## src/rtl/upcounter_ctrl_pkg.sv

```systemverilog
// ---------------------------------------------------------------------------
// upcounter_ctrl_pkg
// Shared definitions for the up-counter sequencing controller:
//   - state_e     : controller state encoding (IDLE/RUN/HOLD)
//   - DEF_WIDTH   : default counter/limit width
//   - DEF_PW      : default completed-period tally width
//   - presc_w()   : prescaler register width for a given PRESCALE value
// ---------------------------------------------------------------------------
package upcounter_ctrl_pkg;

    localparam int DEF_WIDTH = 4;
    localparam int DEF_PW    = 8;

    typedef enum logic [1:0] {
        IDLE = 2'd0,
        RUN  = 2'd1,
        HOLD = 2'd2
    } state_e;

    // A prescaler of 1 still needs a one-bit register so the compare logic
    // stays uniform; it simply never leaves zero.
    function automatic int presc_w(input int prescale);
        return (prescale > 1) ? $clog2(prescale) : 1;
    endfunction

endpackage

```

## src/rtl/upcounter_ctrl_if.sv

```systemverilog
// ---------------------------------------------------------------------------
// upcounter_ctrl_if
// Control/status bundle between the sequencing logic (master) and the
// up-counter controller (slave).
//   start    : begin a run (honoured only when idle)
//   pause    : level, freezes counter and prescaler while high
//   abort    : terminate run immediately
//   periodic : sampled with start, 1 = auto-reload, 0 = one-shot
//   limit    : terminal count, sampled with start
//   count    : current counter value
//   busy     : controller is running or paused
//   done     : one-clock pulse per completed period
//   periods  : completed periods since last start (wraps)
// ---------------------------------------------------------------------------
interface upcounter_ctrl_if
    import upcounter_ctrl_pkg::*;
#(
    parameter int WIDTH = DEF_WIDTH,
    parameter int PW    = DEF_PW
) ();

    logic             start;
    logic             pause;
    logic             abort;
    logic             periodic;
    logic [WIDTH-1:0] limit;
    logic [WIDTH-1:0] count;
    logic             busy;
    logic             done;
    logic [PW-1:0]    periods;

    modport master (
        output start, pause, abort, periodic, limit,
        input  count, busy, done, periods
    );

    modport slave (
        input  start, pause, abort, periodic, limit,
        output count, busy, done, periods
    );

endinterface

```

## src/rtl/upcounter_core.sv

```systemverilog
// ---------------------------------------------------------------------------
// upcounter_core
// Plain WIDTH-bit up-counter datapath.
//   clk_i   : rising-edge clock
//   rst_i   : asynchronous active-high reset (count -> 0)
//   clear_i : synchronous clear, has priority over en_i
//   en_i    : increment by one
//   count_o : current count
// ---------------------------------------------------------------------------
module upcounter_core #(
    parameter int WIDTH = 4
) (
    input  logic             clk_i,
    input  logic             rst_i,
    input  logic             clear_i,
    input  logic             en_i,
    output logic [WIDTH-1:0] count_o
);

    logic [WIDTH-1:0] count_q;

    always_ff @(posedge clk_i or posedge rst_i) begin
        if (rst_i) begin
            count_q <= '0;
        end else if (clear_i) begin
            count_q <= '0;
        end else if (en_i) begin
            count_q <= count_q + WIDTH'(1);
        end
    end

    assign count_o = count_q;

endmodule

```

## src/rtl/upcounter_ctrl.sv

```systemverilog
// ---------------------------------------------------------------------------
// upcounter_ctrl
// Sequencing controller for a WIDTH-bit up-counter: latches a terminal
// limit, advances the counter once every PRESCALE clocks, supports one-shot
// or periodic operation, pause and abort, and reports busy, a one-cycle done
// pulse and a completed-period tally.
//   clock : rising-edge clock
//   reset : asynchronous active-high reset
//   bus   : upcounter_ctrl_if.slave (start/pause/abort/periodic/limit in,
//           count/busy/done/periods out)
// Edge priority: abort > pause > start > tick.
// ---------------------------------------------------------------------------
module upcounter_ctrl
    import upcounter_ctrl_pkg::*;
#(
    parameter int WIDTH    = DEF_WIDTH,
    parameter int PRESCALE = 1,
    parameter int PW       = DEF_PW
) (
    input  logic             clock,
    input  logic             reset,
    upcounter_ctrl_if.slave  bus
);

    localparam int               PSW        = presc_w(PRESCALE);
    localparam logic [PSW-1:0]   PRESC_LAST = PSW'(PRESCALE - 1);

    state_e           state_q, state_d;
    logic [PSW-1:0]   presc_q, presc_d;
    logic [WIDTH-1:0] limit_q, limit_d;
    logic             periodic_q, periodic_d;
    logic             done_q, done_d;
    logic             busy_q;
    logic [PW-1:0]    periods_q, periods_d;

    logic             cnt_clear;
    logic             cnt_inc;
    logic [WIDTH-1:0] count;

    upcounter_core #(
        .WIDTH (WIDTH)
    ) u_core (
        .clk_i   (clock),
        .rst_i   (reset),
        .clear_i (cnt_clear),
        .en_i    (cnt_inc),
        .count_o (count)
    );

    always_ff @(posedge clock or posedge reset) begin
        if (reset) begin
            state_q    <= IDLE;
            presc_q    <= '0;
            limit_q    <= '0;
            periodic_q <= 1'b0;
            done_q     <= 1'b0;
            busy_q     <= 1'b0;
            periods_q  <= '0;
        end else begin
            state_q    <= state_d;
            presc_q    <= presc_d;
            limit_q    <= limit_d;
            periodic_q <= periodic_d;
            done_q     <= done_d;
            busy_q     <= (state_d != IDLE);
            periods_q  <= periods_d;
        end
    end

    always_comb begin
        state_d    = state_q;
        presc_d    = presc_q;
        limit_d    = limit_q;
        periodic_d = periodic_q;
        done_d     = 1'b0;
        periods_d  = periods_q;
        cnt_clear  = 1'b0;
        cnt_inc    = 1'b0;

        if (bus.abort) begin
            state_d   = IDLE;
            presc_d   = '0;
            cnt_clear = 1'b1;
        end else begin
            case (state_q)
                IDLE: begin
                    if (bus.start) begin
                        limit_d    = bus.limit;
                        periodic_d = bus.periodic;
                        presc_d    = '0;
                        periods_d  = '0;
                        cnt_clear  = 1'b1;
                        state_d    = RUN;
                    end
                end
                RUN, HOLD: begin
                    if (bus.pause) begin
                        state_d = HOLD;
                    end else begin
                        // The edge that releases a pause already advances the
                        // prescaler, so a pause costs exactly as many clocks
                        // as it was held high.
                        state_d = RUN;
                        if (presc_q == PRESC_LAST) begin
                            presc_d = '0;
                            if (count == limit_q) begin
                                done_d    = 1'b1;
                                periods_d = periods_q + PW'(1);
                                if (periodic_q) begin
                                    cnt_clear = 1'b1;
                                end else begin
                                    state_d = IDLE;
                                end
                            end else begin
                                cnt_inc = 1'b1;
                            end
                        end else begin
                            presc_d = presc_q + PSW'(1);
                        end
                    end
                end
                default: begin
                    state_d = IDLE;
                end
            endcase
        end
    end

    assign bus.count   = count;
    assign bus.busy    = busy_q;
    assign bus.done    = done_q;
    assign bus.periods = periods_q;

endmodule

```

## src/flat_wrapper.sv

```systemverilog
// flat-port wrapper written by rule: the top's interface ports become plain ports
module upcounter_ctrl_flat import upcounter_ctrl_pkg::*;
#(
    parameter int WIDTH    = DEF_WIDTH,
    parameter int PRESCALE = 1,
    parameter int PW       = DEF_PW
)
  (clock, reset, bus_start, bus_pause, bus_abort, bus_periodic, bus_limit, bus_count, bus_busy, bus_done, bus_periods);
  upcounter_ctrl_if #(.WIDTH(WIDTH), .PW(PW)) bus_i ();
  input  logic clock;
  input  logic reset;
  input wire logic [$bits(bus_i.start)-1:0] bus_start;
  input wire logic [$bits(bus_i.pause)-1:0] bus_pause;
  input wire logic [$bits(bus_i.abort)-1:0] bus_abort;
  input wire logic [$bits(bus_i.periodic)-1:0] bus_periodic;
  input wire logic [$bits(bus_i.limit)-1:0] bus_limit;
  output wire logic [$bits(bus_i.count)-1:0] bus_count;
  output wire logic [$bits(bus_i.busy)-1:0] bus_busy;
  output wire logic [$bits(bus_i.done)-1:0] bus_done;
  output wire logic [$bits(bus_i.periods)-1:0] bus_periods;
  assign bus_i.start = bus_start;
  assign bus_i.pause = bus_pause;
  assign bus_i.abort = bus_abort;
  assign bus_i.periodic = bus_periodic;
  assign bus_i.limit = bus_limit;
  assign bus_count = bus_i.count;
  assign bus_busy = bus_i.busy;
  assign bus_done = bus_i.done;
  assign bus_periods = bus_i.periods;
  upcounter_ctrl #(.WIDTH(WIDTH), .PRESCALE(PRESCALE), .PW(PW)) u_core (.clock(clock), .reset(reset), .bus(bus_i));
endmodule
```

## config.mk

```make
export PLATFORM = sky130hd
export DESIGN_NAME = upcounter_ctrl_flat
export DESIGN_NICKNAME = d
export VERILOG_FILES = /design/src/rtl/upcounter_ctrl_pkg.sv /design/src/rtl/upcounter_ctrl_if.sv /design/src/rtl/upcounter_core.sv /design/src/rtl/upcounter_ctrl.sv /design/src/flat_wrapper.sv
export SDC_FILE = /design/constraint.sdc
export NUM_CORES = 1
export LEC_CHECK = 0
export CORE_MARGIN = 3
export CORE_UTILIZATION = 40
export CTS_BUF_LIST = sky130_fd_sc_hd__clkbuf_16
export DETAILED_ROUTE_END_ITERATION = 8
export SYNTH_ARGS = -nofsm -noshare
export SYNTH_HDL_FRONTEND = slang
export SYNTH_HIERARCHICAL = 1
export SYNTH_SLANG_ARGS = --single-unit
```

## constraint.sdc

```tcl
create_clock -name clock -period 3.05 [get_ports clock]
set_input_delay 0.4575 -clock clock [delete_from_list [all_inputs] [get_ports clock]]
set_output_delay 0.4575 -clock clock [all_outputs]
set_load 0.03 [all_outputs]
```

==> results of run 1 <==
## power groups by stage
stage / Clock (mW) / Sequential (mW) / Combinational (mW)
3_3_place_gp: 0 / 0.404 / 0.365
6_report: 0.276 / 0.402 / 0.369
2_1_floorplan: 0 / 0.461 / 0.183
5_1_grt: 0.294 / 0.413 / 0.404
4_1_cts: 0.284 / 0.402 / 0.371
3_5_place_dp: 0 / 0.407 / 0.369
## through the flow
step / util [%] / setup slack (ns) / cells / hold slack [ns]
finish: 57.4 / 0.743 / 162 / 0.411
global route: 57.4 / 0.611 / 162 / 0.448
CTS: 57.4 / 0.772 / 162 / 0.410
detailed placement: 54.4 / 0.505 / 158 / 0.482
global placement: 54.4 / 0.559 / 158 / 0.487
floorplan: - / 0.979 / 106 / 0.224
## cell usage in the layout (no fill, tap or decap), drive strengths merged, types with 3 or more instances in the layout
cell type      netlist  routed
a21o                 4       4
clkbuf               1       3
clkdlybuf4s50        0      23
dfrtp               21      21
ha                   4       4
inv                  5       5
mux2                 7       7
nand2                4       4
nand3                4       4
nand3b               3       3
nor2                 6       6
nor2b                3       3
nor3                 3       3
o21ai                3       3
o41ai                3       3
or2                  3       3
xnor2                5       5
## cell families after synthesis
kind of cell | share of synthesized area, %
fa+ha+maj | 4.28
buf+inv | 3.31
mux | 8.77
xor+xnor | 3.74
compound gates | 14.3
flops | 44.9
simple gates | 20.6
## metal layers
metal  global-route usage, %  routed length (um)
met3                    4.10                  91
met2                    25.0                1140
met5                       0                   0
met1                    22.8                1220
met4                    3.80                  23
## cell type report
cell class              instances  area (um2)
clock buffers                   3        75.1
clock inverters                 1        5.00
inverters                       5        18.8
fillers                       243        1120
well taps                      30        37.5
repair buffers                 25         245
multi-input cells              77         606
flip-flops and latches         21         526
## cells in the mapped netlist
library cell	n	share of area, %
nand2_1	4	1.3
a211oi_1	1	0.64
clkbuf_1	1	0.32
nand3b_1	3	1.9
inv_1	5	1.6
nor2_8	1	1.7
buf_2	1	0.43
and4_1	1	0.75
nor2b_1	3	1.6
a32oi_1	1	0.75
mux2i_1	2	1.7
a22oi_1	1	0.64
and3_1	2	1.1
nor2_1	5	1.6
a311oi_1	1	0.75
nand4_1	2	1.1
or2_2	1	0.54
a21oi_2	1	0.75
nor3b_1	2	1.3
buf_6	1	0.96
o21ai_0	2	0.86
ha_1	4	4.3
o21bai_1	1	0.64
nand2b_1	1	0.54
a221o_1	2	1.7
xnor2_1	5	3.7
mux2_4	1	1.3
o21ai_1	1	0.43
a21oi_1	1	0.43
a31oi_1	2	1.1
mux2_2	6	5.8
o41ai_1	3	2.2
nand3_1	4	1.7
dfrtp_1	21	45
nor3_1	2	0.86
nor3_2	1	0.86
nor4b_2	1	1.3
or2_1	2	1.1
a21bo_2	1	0.86
a21o_1	4	2.6
or3b_1	2	1.5
## final timing paths
kind / to / slack (ns) / cells after the start
worst max-delay path: u_core/u_core/count_o[3]$_DFFE_PP0P_ / 0.74 / 5
max in group asynchronous: u_core/bus.periods[5]$_DFFE_PP0P_ / 1.99 / 2
worst min register to register: u_core/bus.periods[7]$_DFFE_PP0P_ / 0.50 / 1
worst max register to register: u_core/u_core/count_o[3]$_DFFE_PP0P_ / 0.82 / 6
min in group clock: u_core/bus.periods[7]$_DFFE_PP0P_ / 0.50 / 1
worst min-delay path: u_core/u_core/count_o[2]$_DFFE_PP0P_ / 0.41 / 2
## critical path, stage by stage
cell,delay (ns)
clkdlybuf4s50_1,0.52
or3b_1,0.60
nor2_1,0.37
nand4_1,0.17
mux2_4,0.31
## state kept, by name, summed over array words and instances (netlist names)
signal / cells
u_core/bus.busy: 1
u_core/u_core/count_o: 4
u_core/state_q: 2
u_core/periodic_q: 1
u_core/bus.done: 1
u_core/limit_q: 4
u_core/bus.periods: 8
==> impl_metrics.ini, run 1 <==
[run_status]
outcome = completed

[cts]
cts-hold-fix-buffers = 0
clock-sinks = 21
clkLatencyLatePin_ns = 0.25
numCtsBuffers = 3
post-cts-setup-buffers = 0
cts_resized = 0
htreeDepth = 1
cts_tree = built
path_clk_slew_ns = 0.06
cts_root_buf = clkbuf_16
clock_path_buffers = 2

[global_routing]
grt_antenna_before_repair = 0
grt_pass1_vias = 916
grt_overflow = 0
grt.total_usage_pct = 16.2
grt_first_pass_wirelength_um = 4330
grt_max_degree = 18

[power]
p_leak_nw = 0.638
p_sw_uw = 359
clockPowerShare_pct = 26.3
p_total_mw = 1.05
swShare_pct = 34.3
p_comb_share_pct = 35.3
sequentialPowerShare_pct = 38.4
irDropWorstVdd_v = 0.000388
powerDensity_mw_per_mm2 = 692
internal_power_uw = 688

[setup_path]
startpoint = bus_abort
cp_max_fo = 7
crit_type = input pin to register
r2r_start = u_core/state_q[0]$_DFF_PP0_
cp-end-kind = register
startpoint_type = input pin
arrival_ns = 2.45
worstPathRequired_ns = 3.19

[timing]
layout_min_cycle_time_ns = 2.31
rsz0062_at_grt = false
worst_pin_slew_ns = 0.679
fmax_mhz = 433
post-route-period-util_pct = 75.7
finalHoldViolCount = 0
tns_ns = 0
fin_skew_ns = 0.00191
finalSetupViolCount = 0
slew_viol_final = 0
slew_headroom_pct = 54.7

[layout]
layout-drive-gt1-share_pct = 14.4
postLayoutCellArea_mm2 = 0.00151
diodes = 0
syn_to_final_growth_pct = 29.3
nets = 147

[synth]
yosysSeqAreaShare_pct = 44.9
yosys_register_bits = 21
synthCells = 106
ys_warn_count = 6
syn_avg_cell_area_um2 = 11.0
synth_cell_types = 41
synth_nets = 120
synth_area_mm2 = 0.00117

[die]
fp.dieH_um = 60.1
pin_count = 24
dieWidth_um = 60.1
start_util_pct = 44.4
num_rows = 18
coreArea_mm2 = 0.00264
die_area_mm2 = 0.00361

[detailed_routing]
drt_iter0_markers = 34
num_vias = 912
drt-total-wl_um = 2480
via_per_inst = 5.63
first_pass_iters = 4
ant_nets = 0
wire_per_inst_um = 15.3
drc_errors = 0

[place]
dp_hpwl_um = 1890
portBuffers = 23
placed_cell_area_mm2 = 0.00143
routabilityCongestion = 0.790

[worst_hold_path]
hold_class = input pin to async pin

[flow_run]
maxCapViolCount = 0
Power figures use the tool's default switching activity.
==> run 2: changes to the inputs <==
PLACE_DENSITY = 0.67   (was unset)
clock period = 2.02 ns   (was 3.05 ns; I/O delays follow)
==> run 2 against run 1 <==
Against the previous run: via count up 3.7%; power grew 53%; utilization is 1.6 points higher; clock-buffer cell count is the same; critical path depth up 1; critical endpoint is now u_core/bus.periods[6]$_DFFE_PP0P_; register-to-register slack got worse by 0.70 ns; hold slack worse by 0.14 ns; cell count grew 3.1%; die area unchanged; first-iteration DRC count fell by 56%.
==> impl_metrics.ini, run 2 (same netlist as run 1, synthesis figures left out) <==
[run_status]
outcome = completed

[detailed_routing]
drt_iter0_markers = 15
via_per_inst = 5.66
num_vias = 946
ant_nets = 0
drc_errors = 0
first_pass_iters = 5
drt-total-wl_um = 2470
wire_per_inst_um = 14.8

[setup_path]
cp_max_fo = 13
crit_type = register to register
worstPathRequired_ns = 2.15
arrival_ns = 2.03
startpoint_type = register
cp-end-kind = register

[die]
coreArea_mm2 = 0.00264
pin_count = 24
dieWidth_um = 60.1
start_util_pct = 44.4
fp.dieH_um = 60.1
die_area_mm2 = 0.00361
num_rows = 18

[timing]
slew_viol_final = 0
rsz0062_at_grt = false
final.setup.worst_slack_ns = 0.116
slew_headroom_pct = 55.3
fmax_mhz = 525
layout_min_cycle_time_ns = 1.90
finalHoldViolCount = 0
post-route-period-util_pct = 94.3
finalSetupViolCount = 0
tns_ns = 0
fin_skew_ns = 0.00376
worst_pin_slew_ns = 0.669

[global_routing]
grt_overflow = 0
grt_max_degree = 18
grt_first_pass_wirelength_um = 4070
grt_pass1_vias = 896
grt_antenna_before_repair = 0
grt.total_usage_pct = 15.4

[layout]
postLayoutCellArea_mm2 = 0.00156
nets = 152
fin_util_pct = 59.0
largest_reg_flops = 8
syn_to_final_growth_pct = 32.9
diodes = 0
layout_common_cells = clkdlybuf4s50_1 (23), dfrtp_1 (21), buf_4 (7)
final_common_cell = clkdlybuf4s50_1
layout-drive-gt1-share_pct = 19.0

[flow_run]
maxCapViolCount = 0

[cts]
cts_tree = built
cts_root_buf = clkbuf_16
clkLatencyLatePin_ns = 0.25
htreeDepth = 1
clock_path_buffers = 2
numCtsBuffers = 3
cts-hold-fix-buffers = 0
clock-sinks = 21
path_clk_slew_ns = 0.06

[place]
portBuffers = 23
preCtsSetupSlack_ns = 0.0334
routabilityCongestion = 0.775
dp_hpwl_um = 1860
placed_cell_area_mm2 = 0.00147

[power]
irDropWorstVdd_v = 0.000893
p_leak_nw = 0.664
powerDensity_mw_per_mm2 = 1030

[worst_hold_path]
hold_class = input pin to async pin
[run 2: final timing paths]
| path | from | endpoint | cells after the start | slack (ns) |
|---|---|---|---|---|
| max reg2reg | u_core/state_q[0]$_DFF_PP0_ | u_core/bus.periods[6]$_DFFE_PP0P_ | 6 | 0.12 |
| min in group clock | u_core/bus.periods[7]$_DFFE_PP0P_ | u_core/bus.periods[7]$_DFFE_PP0P_ | 1 | 0.50 |
| max in group asynchronous | reset | u_core/limit_q[3]$_DFFE_PP0P_ | 2 | 1.11 |
| min | reset | u_core/u_core/count_o[0]$_DFFE_PP0P_ | 2 | 0.27 |
| min reg2reg | u_core/bus.periods[7]$_DFFE_PP0P_ | u_core/bus.periods[7]$_DFFE_PP0P_ | 1 | 0.50 |
| max | u_core/state_q[0]$_DFF_PP0_ | u_core/bus.periods[6]$_DFFE_PP0P_ | 6 | 0.12 |
[run 2: power by group]
group,switching (mW),internal (mW)
Combinational,0.301,0.278
Sequential,0.0931,0.511
Clock,0.155,0.266
Total,0.549,1.05
[run 2: through the flow]
step	cells	hold slack (ns)	total power [mW]
2_1_floorplan	106	0.0691	0.973
3_3_place_gp	163	0.493	1.18
3_5_place_dp	163	0.497	1.19
4_1_cts	167	0.266	1.62
5_1_grt	167	0.281	1.70
6_report	167	0.266	1.60
[run 2: final cells by class]
type	count	area, um2
Fill cell	223	1080
Multi-Input combinational cell	77	611
Sequential cell	21	526
Timing Repair Buffer	30	283
Clock buffer	3	75.1
Tap cell	30	37.5
Inverter	5	18.8
Clock inverter	1	5.00
[run 2: worst max-delay path, cell delays in order (launching register included)]
cell	delay, ns
dfrtp_1	0.37
inv_1	0.05
ha_1	0.30
buf_4	0.18
nor4b_2	0.36
a21oi_2	0.13
a221o_1	0.39
[run 2: repair_timing]
| item | CTS | global route |
|---|---|---|
| gates resized for setup | 0 | 1 |
| buffers inserted | 0 | 0 |
| setup endpoints to repair | 0 | 6 |
[run 2: layer usage]
metal | part of all wire [%] | GRT usage [%]
met1 | 44 | 19.8
met2 | 48 | 24.5
met3 | 4.9 | 3.24
met4 | 2.3 | 6.96
met5 | 0 | 0
